`src/rtl/reg_alu_ctrl_pkg.sv`:
```
// rtl/reg_alu_ctrl_pkg.sv - shared encodings for the reg_alu command sequencer
package reg_alu_ctrl_pkg;

  localparam logic [1:0] KIND_LOAD = 2'b00;
  localparam logic [1:0] KIND_ALU  = 2'b01;
  localparam logic [1:0] KIND_READ = 2'b10;
  localparam logic [1:0] KIND_NOP  = 2'b11;

  localparam logic [1:0] OP_ADD = 2'b00;
  localparam logic [1:0] OP_SUB = 2'b01;
  localparam logic [1:0] OP_AND = 2'b10;
  localparam logic [1:0] OP_XOR = 2'b11;

  typedef enum logic [1:0] {
    ST_IDLE = 2'd0,
    ST_EXEC = 2'd1,
    ST_RESP = 2'd2
  } state_t;

endpackage

```
`src/rtl/reg_alu_ctrl.sv`:
```
// rtl/reg_alu_ctrl.sv - command sequencer driving the reg_alu register file and ALU
module reg_alu_ctrl
  import reg_alu_ctrl_pkg::*;
#(
  parameter int DW = 16,
  parameter int AW = 3,
  parameter int RW = 3,
  parameter int CW = 16
) (
  input  logic          clk,
  input  logic          reset,
  input  logic          cmd_valid,
  output logic          cmd_ready,
  input  logic [1:0]    cmd_kind,
  input  logic [1:0]    cmd_op,
  input  logic [AW-1:0] cmd_ra,
  input  logic [AW-1:0] cmd_rb,
  input  logic [AW-1:0] cmd_rd,
  input  logic [DW-1:0] cmd_imm,
  input  logic [RW-1:0] cmd_rpt,
  output logic          sel,
  output logic          wr,
  output logic [1:0]    op,
  output logic [AW-1:0] rd_addr_a,
  output logic [AW-1:0] rd_addr_b,
  output logic [AW-1:0] wr_addr,
  output logic [DW-1:0] d_in,
  input  logic [DW-1:0] d_out_a,
  input  logic [DW-1:0] d_out_b,
  input  logic          cout,
  output logic          rsp_valid,
  input  logic          rsp_ready,
  output logic [DW-1:0] rsp_data_a,
  output logic [DW-1:0] rsp_data_b,
  output logic          rsp_cout,
  output logic          flag_c,
  output logic [CW-1:0] retired,
  output logic          busy
);

  state_t        r_state;
  logic [1:0]    r_kind;
  logic [1:0]    r_op;
  logic [AW-1:0] r_ra;
  logic [AW-1:0] r_rb;
  logic [AW-1:0] r_rd;
  logic [DW-1:0] r_imm;
  logic [RW-1:0] r_rpt_cnt;
  logic          r_flag_c;
  logic [DW-1:0] r_rsp_a;
  logic [DW-1:0] r_rsp_b;
  logic          r_rsp_cout;
  logic [CW-1:0] r_retired;

  state_t        w_next_state;
  logic          w_retire;

  // Every pin toward reg_alu is decoded from registered state only, never from cmd_*.
  always_comb begin
    w_next_state = r_state;
    w_retire     = 1'b0;
    cmd_ready    = 1'b0;
    rsp_valid    = 1'b0;
    sel          = 1'b0;
    wr           = 1'b0;
    op           = 2'b00;
    rd_addr_a    = '0;
    rd_addr_b    = '0;
    wr_addr      = '0;
    d_in         = '0;
    case (r_state)
      ST_IDLE: begin
        cmd_ready = 1'b1;
        if (cmd_valid) w_next_state = ST_EXEC;
      end
      ST_EXEC: begin
        case (r_kind)
          KIND_LOAD: begin
            wr           = 1'b1;
            wr_addr      = r_rd;
            d_in         = r_imm;
            w_next_state = ST_IDLE;
          end
          KIND_ALU: begin
            wr        = 1'b1;
            sel       = 1'b1;
            op        = r_op;
            rd_addr_a = r_ra;
            rd_addr_b = r_rb;
            wr_addr   = r_rd;
            if (r_rpt_cnt == '0) w_next_state = ST_IDLE;
          end
          KIND_READ: begin
            rd_addr_a    = r_ra;
            rd_addr_b    = r_rb;
            w_next_state = ST_RESP;
          end
          default: w_next_state = ST_IDLE;
        endcase
        w_retire = (w_next_state == ST_IDLE);
      end
      ST_RESP: begin
        rsp_valid = 1'b1;
        if (rsp_ready) begin
          w_next_state = ST_IDLE;
          w_retire     = 1'b1;
        end
      end
      default: w_next_state = ST_IDLE;
    endcase
  end

  always_ff @(posedge clk or negedge reset) begin
    if (!reset) begin
      r_state    <= ST_IDLE;
      r_kind     <= KIND_LOAD;
      r_op       <= 2'b00;
      r_ra       <= '0;
      r_rb       <= '0;
      r_rd       <= '0;
      r_imm      <= '0;
      r_rpt_cnt  <= '0;
      r_flag_c   <= 1'b0;
      r_rsp_a    <= '0;
      r_rsp_b    <= '0;
      r_rsp_cout <= 1'b0;
      r_retired  <= '0;
    end else begin
      r_state <= w_next_state;
      if (w_retire) r_retired <= r_retired + CW'(1);
      case (r_state)
        ST_IDLE: begin
          if (cmd_valid) begin
            r_kind    <= cmd_kind;
            r_op      <= cmd_op;
            r_ra      <= cmd_ra;
            r_rb      <= cmd_rb;
            r_rd      <= cmd_rd;
            r_imm     <= cmd_imm;
            r_rpt_cnt <= cmd_rpt;
          end
        end
        ST_EXEC: begin
          if (r_kind == KIND_ALU) begin
            r_flag_c <= cout;
            if (r_rpt_cnt != '0) r_rpt_cnt <= r_rpt_cnt - RW'(1);
          end
          if (r_kind == KIND_READ) begin
            r_rsp_a    <= d_out_a;
            r_rsp_b    <= d_out_b;
            r_rsp_cout <= r_flag_c;
          end
        end
        default: ;
      endcase
    end
  end

  assign rsp_data_a = r_rsp_a;
  assign rsp_data_b = r_rsp_b;
  assign rsp_cout   = r_rsp_cout;
  assign flag_c     = r_flag_c;
  assign retired    = r_retired;
  assign busy       = (r_state != ST_IDLE);

endmodule

```
`config.mk`:
```
export PLATFORM = sky130hd
export DESIGN_NAME = reg_alu_ctrl
export DESIGN_NICKNAME = d
export VERILOG_FILES = /design/src/rtl/reg_alu_ctrl_pkg.sv /design/src/rtl/reg_alu_ctrl.sv
export SDC_FILE = /design/constraint.sdc
export NUM_CORES = 1
export LEC_CHECK = 0
export CORE_MARGIN = 2
export CORE_UTILIZATION = 47
export CTS_CLUSTER_SIZE = 40
export DETAILED_ROUTE_END_ITERATION = 8
export PLACE_DENSITY = 0.85
export SETUP_SLACK_MARGIN = 0.5
export SYNTH_ARGS = -nofsm -noshare
export SYNTH_HDL_FRONTEND = slang
export SYNTH_SLANG_ARGS = --single-unit
export TNS_END_PERCENT = 100
```
`constraint.sdc`:
```
create_clock -name clk -period 4.4 [get_ports clk]
set_clock_uncertainty 0.05 [all_clocks]
set_input_delay 0.44 -clock clk [delete_from_list [all_inputs] [get_ports clk]]
set_output_delay 0.44 -clock clk [all_outputs]
set_load 0.03 [all_outputs]
```
# Word level (Yosys, flattened, before mapping)

Cells that the tools add are included.

Bits in registers: 84

Add/sub/neg operators: 2
Eq/ne operators: 8
Muxes and demuxes: 28
Reductions and logical operators: 14

Operators with widths:

| cell                                                                   | number |
|---|---|
| 16-bit 2-to-1 mux                                                      | 2 |
| 3-bit 2-to-1 mux                                                       | 9 |
| 16-bit by 1-bit adder with 16-bit output (second input constant)       | 1 |
| 2-bit 2-to-1 mux                                                       | 6 |
| 2-bit inequality test (second input constant)                          | 4 |
| 2-bit AND reduction                                                    | 4 |
| 1-bit 2-to-1 mux                                                       | 7 |
| 2-bit zero test                                                        | 3 |
| 2-bit one-hot mux with 3 select lines                                  | 1 |
| 3-bit one-hot mux with 2 select lines                                  | 1 |
| 2-bit by 1-bit equality test with 1-bit output (second input constant) | 2 |
| 2-bit equality test (second input constant)                            | 2 |
| 2-bit one-hot mux with 2 select lines                                  | 1 |
| 4-bit AND reduction                                                    | 1 |
| 2-bit nonzero test                                                     | 2 |
| 2-bit OR reduction                                                     | 2 |
| 3-bit zero test                                                        | 1 |
| 3-bit nonzero test                                                     | 1 |
| 3-bit by 1-bit subtractor with 3-bit output (second input constant)    | 1 |
| 1-bit one-hot mux with 2 select lines                                  | 1 |

# Logic depth before layout (Yosys ltp)

Word-level depth: 6
Mapped depth: 8

# Worst setup path before layout

No wires, ideal clock.

Kind: register to output
From: reg r_state[1]
To: out op[1]
Arrival: 1.471 ns
Setup slack: 2.439 ns
Cell stages (with the launch flop): 6
Cells stage by stage: dfrtp_1 inv_1 ha_1 buf_2 buf_1 and3_1

Longest elaborated chain between the ends: 2

RTL lines:

| what                                           | RTL line            | text |
|---|---|---|
| start: declaration                             | reg_alu_ctrl.sv:41  | `state_t r_state;` |
| start signal: assignment                       | reg_alu_ctrl.sv:129 | `r_state <= w_next_state;` |
| 2-bit by 1-bit equality test with 1-bit output | reg_alu_ctrl.sv:71  | `case (r_state)` |
| 2-bit 2-to-1 mux                               | reg_alu_ctrl.sv:71  |  |
| end: declaration                               | reg_alu_ctrl.sv:23  | `output logic [1:0] op,` |

No other way between the ends.

# Worst setup path after layout

From: reg r_state[1]
To: out wr_addr[0]

Longest elaborated chain between the ends: 2

RTL lines:

| what                                           | RTL line           | text |
|---|---|---|
| 2-bit by 1-bit equality test with 1-bit output | reg_alu_ctrl.sv:71 |  |
| 3-bit 2-to-1 mux                               | reg_alu_ctrl.sv:71 |  |
| end: declaration                               | reg_alu_ctrl.sv:26 | `output logic [AW-1:0] wr_addr,` |

No other way between the ends.

==> impl_metrics.csv <==
group,metric,value,unit
run_status,status,"finished, final reports clean",
critical_path,cp.required,3.91,ns
final_layout,drive_gt1_frac,0.193,
global_route,overflow,0,
critical_path,path_cells,"inv_1 -> ha_1 -> o21ai_0 -> nor2b_1 -> clkdlybuf4s50_1",
floorplan,die_h,93.3,µm
cts,clk_path_buf_depth,2,
power,p_int,2490,µW
power,cellPowerDensity,762,mW/mm²
routing,drc,0,
placed_design,dp_hpwl,6.59,mm
placed_design,gp_congestion,0.762,
timing,rsz0062_at_grt,"false",
floorplan,pin_count,151,
timing,finalSetupTns,0,ns
logic_synthesis,ys_types,32,
floorplan,core_area,0.00773,mm²
global_route,grt_pass1_wl,14.7,mm
hold_path,hold_class,"in -> async",
cts,postCtsHoldBufs,0,
global_route,grt_max_degree,85,
floorplan,row_count,32,
job,drv_cap,0,
routing,routed_wirelength,9.04,mm
cts,htreeDepth,3,
cts,numCtsBuffers,9,
final_layout,antennaDiodeCount,0,
power,peakVddDrop,0.000425,V
floorplan,die_area,0.00871,mm²
logic_synthesis,yosys.cell_count.top_type,"dfrtp_1",
power,seqPwrFrac,0.315,
timing,slew_headroom,0.172,
routing,drtIter0Drc,91,
final_layout,area_growth_syn_to_layout,47.7,%
timing,clock.fmax,0.313,GHz
critical_path,cpMaxStageDelayCell,"clkdlybuf4s50_1",
logic_synthesis,synth_top_area_cell,"dfrtp_1",
timing,period_needed,3.19,ns
logic_synthesis,synth_seq_cells,84,
logic_synthesis,syn_area_per_cell,12.9,µm²
critical_path,cpPeakStageDelay,0.69,ns
critical_path,cp-start-kind,"register",
logic_synthesis,synth-edff-count,0,
timing,post-route-period-util,0.725,
cts,cts-root-buf,"clkbuf_8",
critical_path,worst-setup-path-type,"reg -> out",
timing,finalHoldViolCount,0,
logic_synthesis,netlist.area_leader.share,0.561,
cts,post_cts_resized,0,
routing,wl_per_cell,16.5,µm
timing,final-setup-viol-count,0,
cts,path_clk_slew,0.09,ns
timing,slew_violations,0,
logic_synthesis,synth_nets,369,
timing,worst_slew_pin_slew,1.24,ns
logic_synthesis,seq_area_frac_synth,0.561,
final_layout,fillers,540,
routing,vias_per_cell,5.21,
critical_path,ff2ff_setup_slack,1.96,ns
power,leakage,0.00247,µW
power,finalPower,4220,µW
logic_synthesis,ys_warn_count,0,
power,clockPowerShare,0.135,
cts,cts_tree,"yes",
power,netSwitchingPower,1730,µW
routing,ant_nets,0,
cts,cts_setup_buffers,0,
cts,clock-sinks,84,
global_route,grt_use_total,0.216,
final_layout,multi_input_area,0.00153,mm²
logic_synthesis,synth_ff_type,"dfrtp_1",
placed_design,portBuffers,150,
critical_path,critical_path_arrival,2.70,ns
final_layout,fin_nets,519,
global_route,antenna_found_initial,0,
logic_synthesis,synthArstFlopShare,1.00,
logic_synthesis,synthTopCellsByCount,"dfrtp_1 (84), mux2_2 (64), and3_1 (25)",
critical_path,critPathCaptureType,"primary output",
logic_synthesis,syn_area,0.00375,mm²
final_layout,final_core_util,0.716,
logic_synthesis,syn_inst,291,
cts,insertion_delay,0.35,ns
routing,vias,2853,
floorplan,die_w,93.3,µm
floorplan,start_util,0.485,
routing,drt_first_pass_iters,4,
logic_synthesis,synth_area_leaders,"dfrtp_1 (56%), mux2_2 (19%), and3_1 (4.2%), ha_1 (3.0%), xor2_1 (2.1%)",
final_layout,ff_latch_area,0.00210,mm²
critical_path,worst-path-max-fanout,22,
global_route,grt_pass1_vias,3022,
power,comb_power_share,0.550,
power,switching_share,0.409,
-- worst max-delay path, delay by kind of cell, from the launching register on --
kind / cells / cell delay [ns]
compound gates: 1 / 0.37
fa+ha+maj: 1 / 0.56
flops: 1 / 0.43
simple gates: 1 / 0.21
buf+inv: 2 / 0.79
-- metrics by stage --
| stage | area, µm² | cells | worst slack (ns) | hold WS (ns) |
|---|---|---|---|---|
| after floorplan | 3750 | 291 | 2.44 | 0.0944 |
| after global placement | 5330 | 532 | 1.66 | 0.407 |
| after detailed placement | 5330 | 532 | 1.58 | 0.412 |
| after CTS | 5540 | 548 | 1.17 | 0.252 |
| after global routing | 5540 | 548 | 1.00 | 0.307 |
| final | 5540 | 548 | 1.21 | 0.201 |
-- cells by family (layout without fill, tap and decap cells) --
| family | count (synthesis) | after routing | share of synthesized area |
|---|---|---|---|
| AO/OA/AOI/OAI | 16 | 16 | 0.0317 |
| buffers and inverters | 27 | 182 | 0.0314 |
| adder cells (fa/ha/maj) | 9 | 9 | 0.0300 |
| AND/OR/NAND/NOR | 72 | 72 | 0.108 |
| XOR/XNOR | 15 | 15 | 0.0350 |
| multiplexers | 68 | 68 | 0.203 |
| flip-flops | 84 | 84 | 0.561 |
-- power groups by stage --
stage          registers, µW  clock network, µW  logic [µW]
3_3_place_gp            1320                  0        2280
5_1_grt                 1370                619        2480
4_1_cts                 1330                585        2350
3_5_place_dp            1340                  0        2340
6_report                1330                569        2320
2_1_floorplan           1670                  0        1110
-- metal layers --
metal  up-vias  wire length, µm  global-route usage
met4         0              177              0.0858
met1      1380             3610               0.261
met2       137             4270               0.353
met5         -                0                   0
li1       1323                -                   -
met3        13              986              0.0782
-- cell type report --
class,instances,share of cell area
multi-input cells,180,0.276
clock buffers,11,0.0273
flip-flops and latches,84,0.380
inverters,14,0.00949
clock inverters,5,0.0108
repair buffers,152,0.273
well taps,102,0.0231
-- registers in the layout, indices dropped and copies added, names as in the netlist --
signal,count
rsp_cout,1
r_rd,3
r_kind,2
retired,16
r_rpt_cnt,3
flag_c,1
rsp_data_b,16
r_imm,16
r_state,2
r_rb,3
rsp_data_a,16
r_op,2
r_ra,3
-- placed cells by master (no fill, tap or decap), drive strengths merged, types with 4 or more instances in the layout --
cell	netlist	layout
mux2i	4	4
mux2	64	64
nor4	7	7
nand3	9	9
nor2	5	5
dfrtp	84	84
o21ai	4	4
xor2	9	9
nand4	4	4
clkbuf	4	11
and3	25	25
inv	14	14
ha	9	9
xnor2	6	6
nand2	12	12
clkdlybuf4s50	0	149
-- path summary, 6_finish.rpt --
check / endpoint / startpoint / depth (start not counted)
worst min-delay path: rsp_data_a[6]$_DFFE_PN0P_ / reset / 1
max in group asynchronous: r_rd[2]$_DFFE_PN0P_ / reset / 1
worst max register to register: rsp_data_a[3]$_DFFE_PN0P_ / r_state[1]$_DFFE_PN0P_ / 5
worst max-delay path: wr_addr[0] / r_state[1]$_DFFE_PN0P_ / 5
min in group clk: retired[15]$_DFFE_PN0P_ / retired[15]$_DFFE_PN0P_ / 1
worst min register to register: retired[15]$_DFFE_PN0P_ / retired[15]$_DFFE_PN0P_ / 1
(Power assumes the default switching activity.)
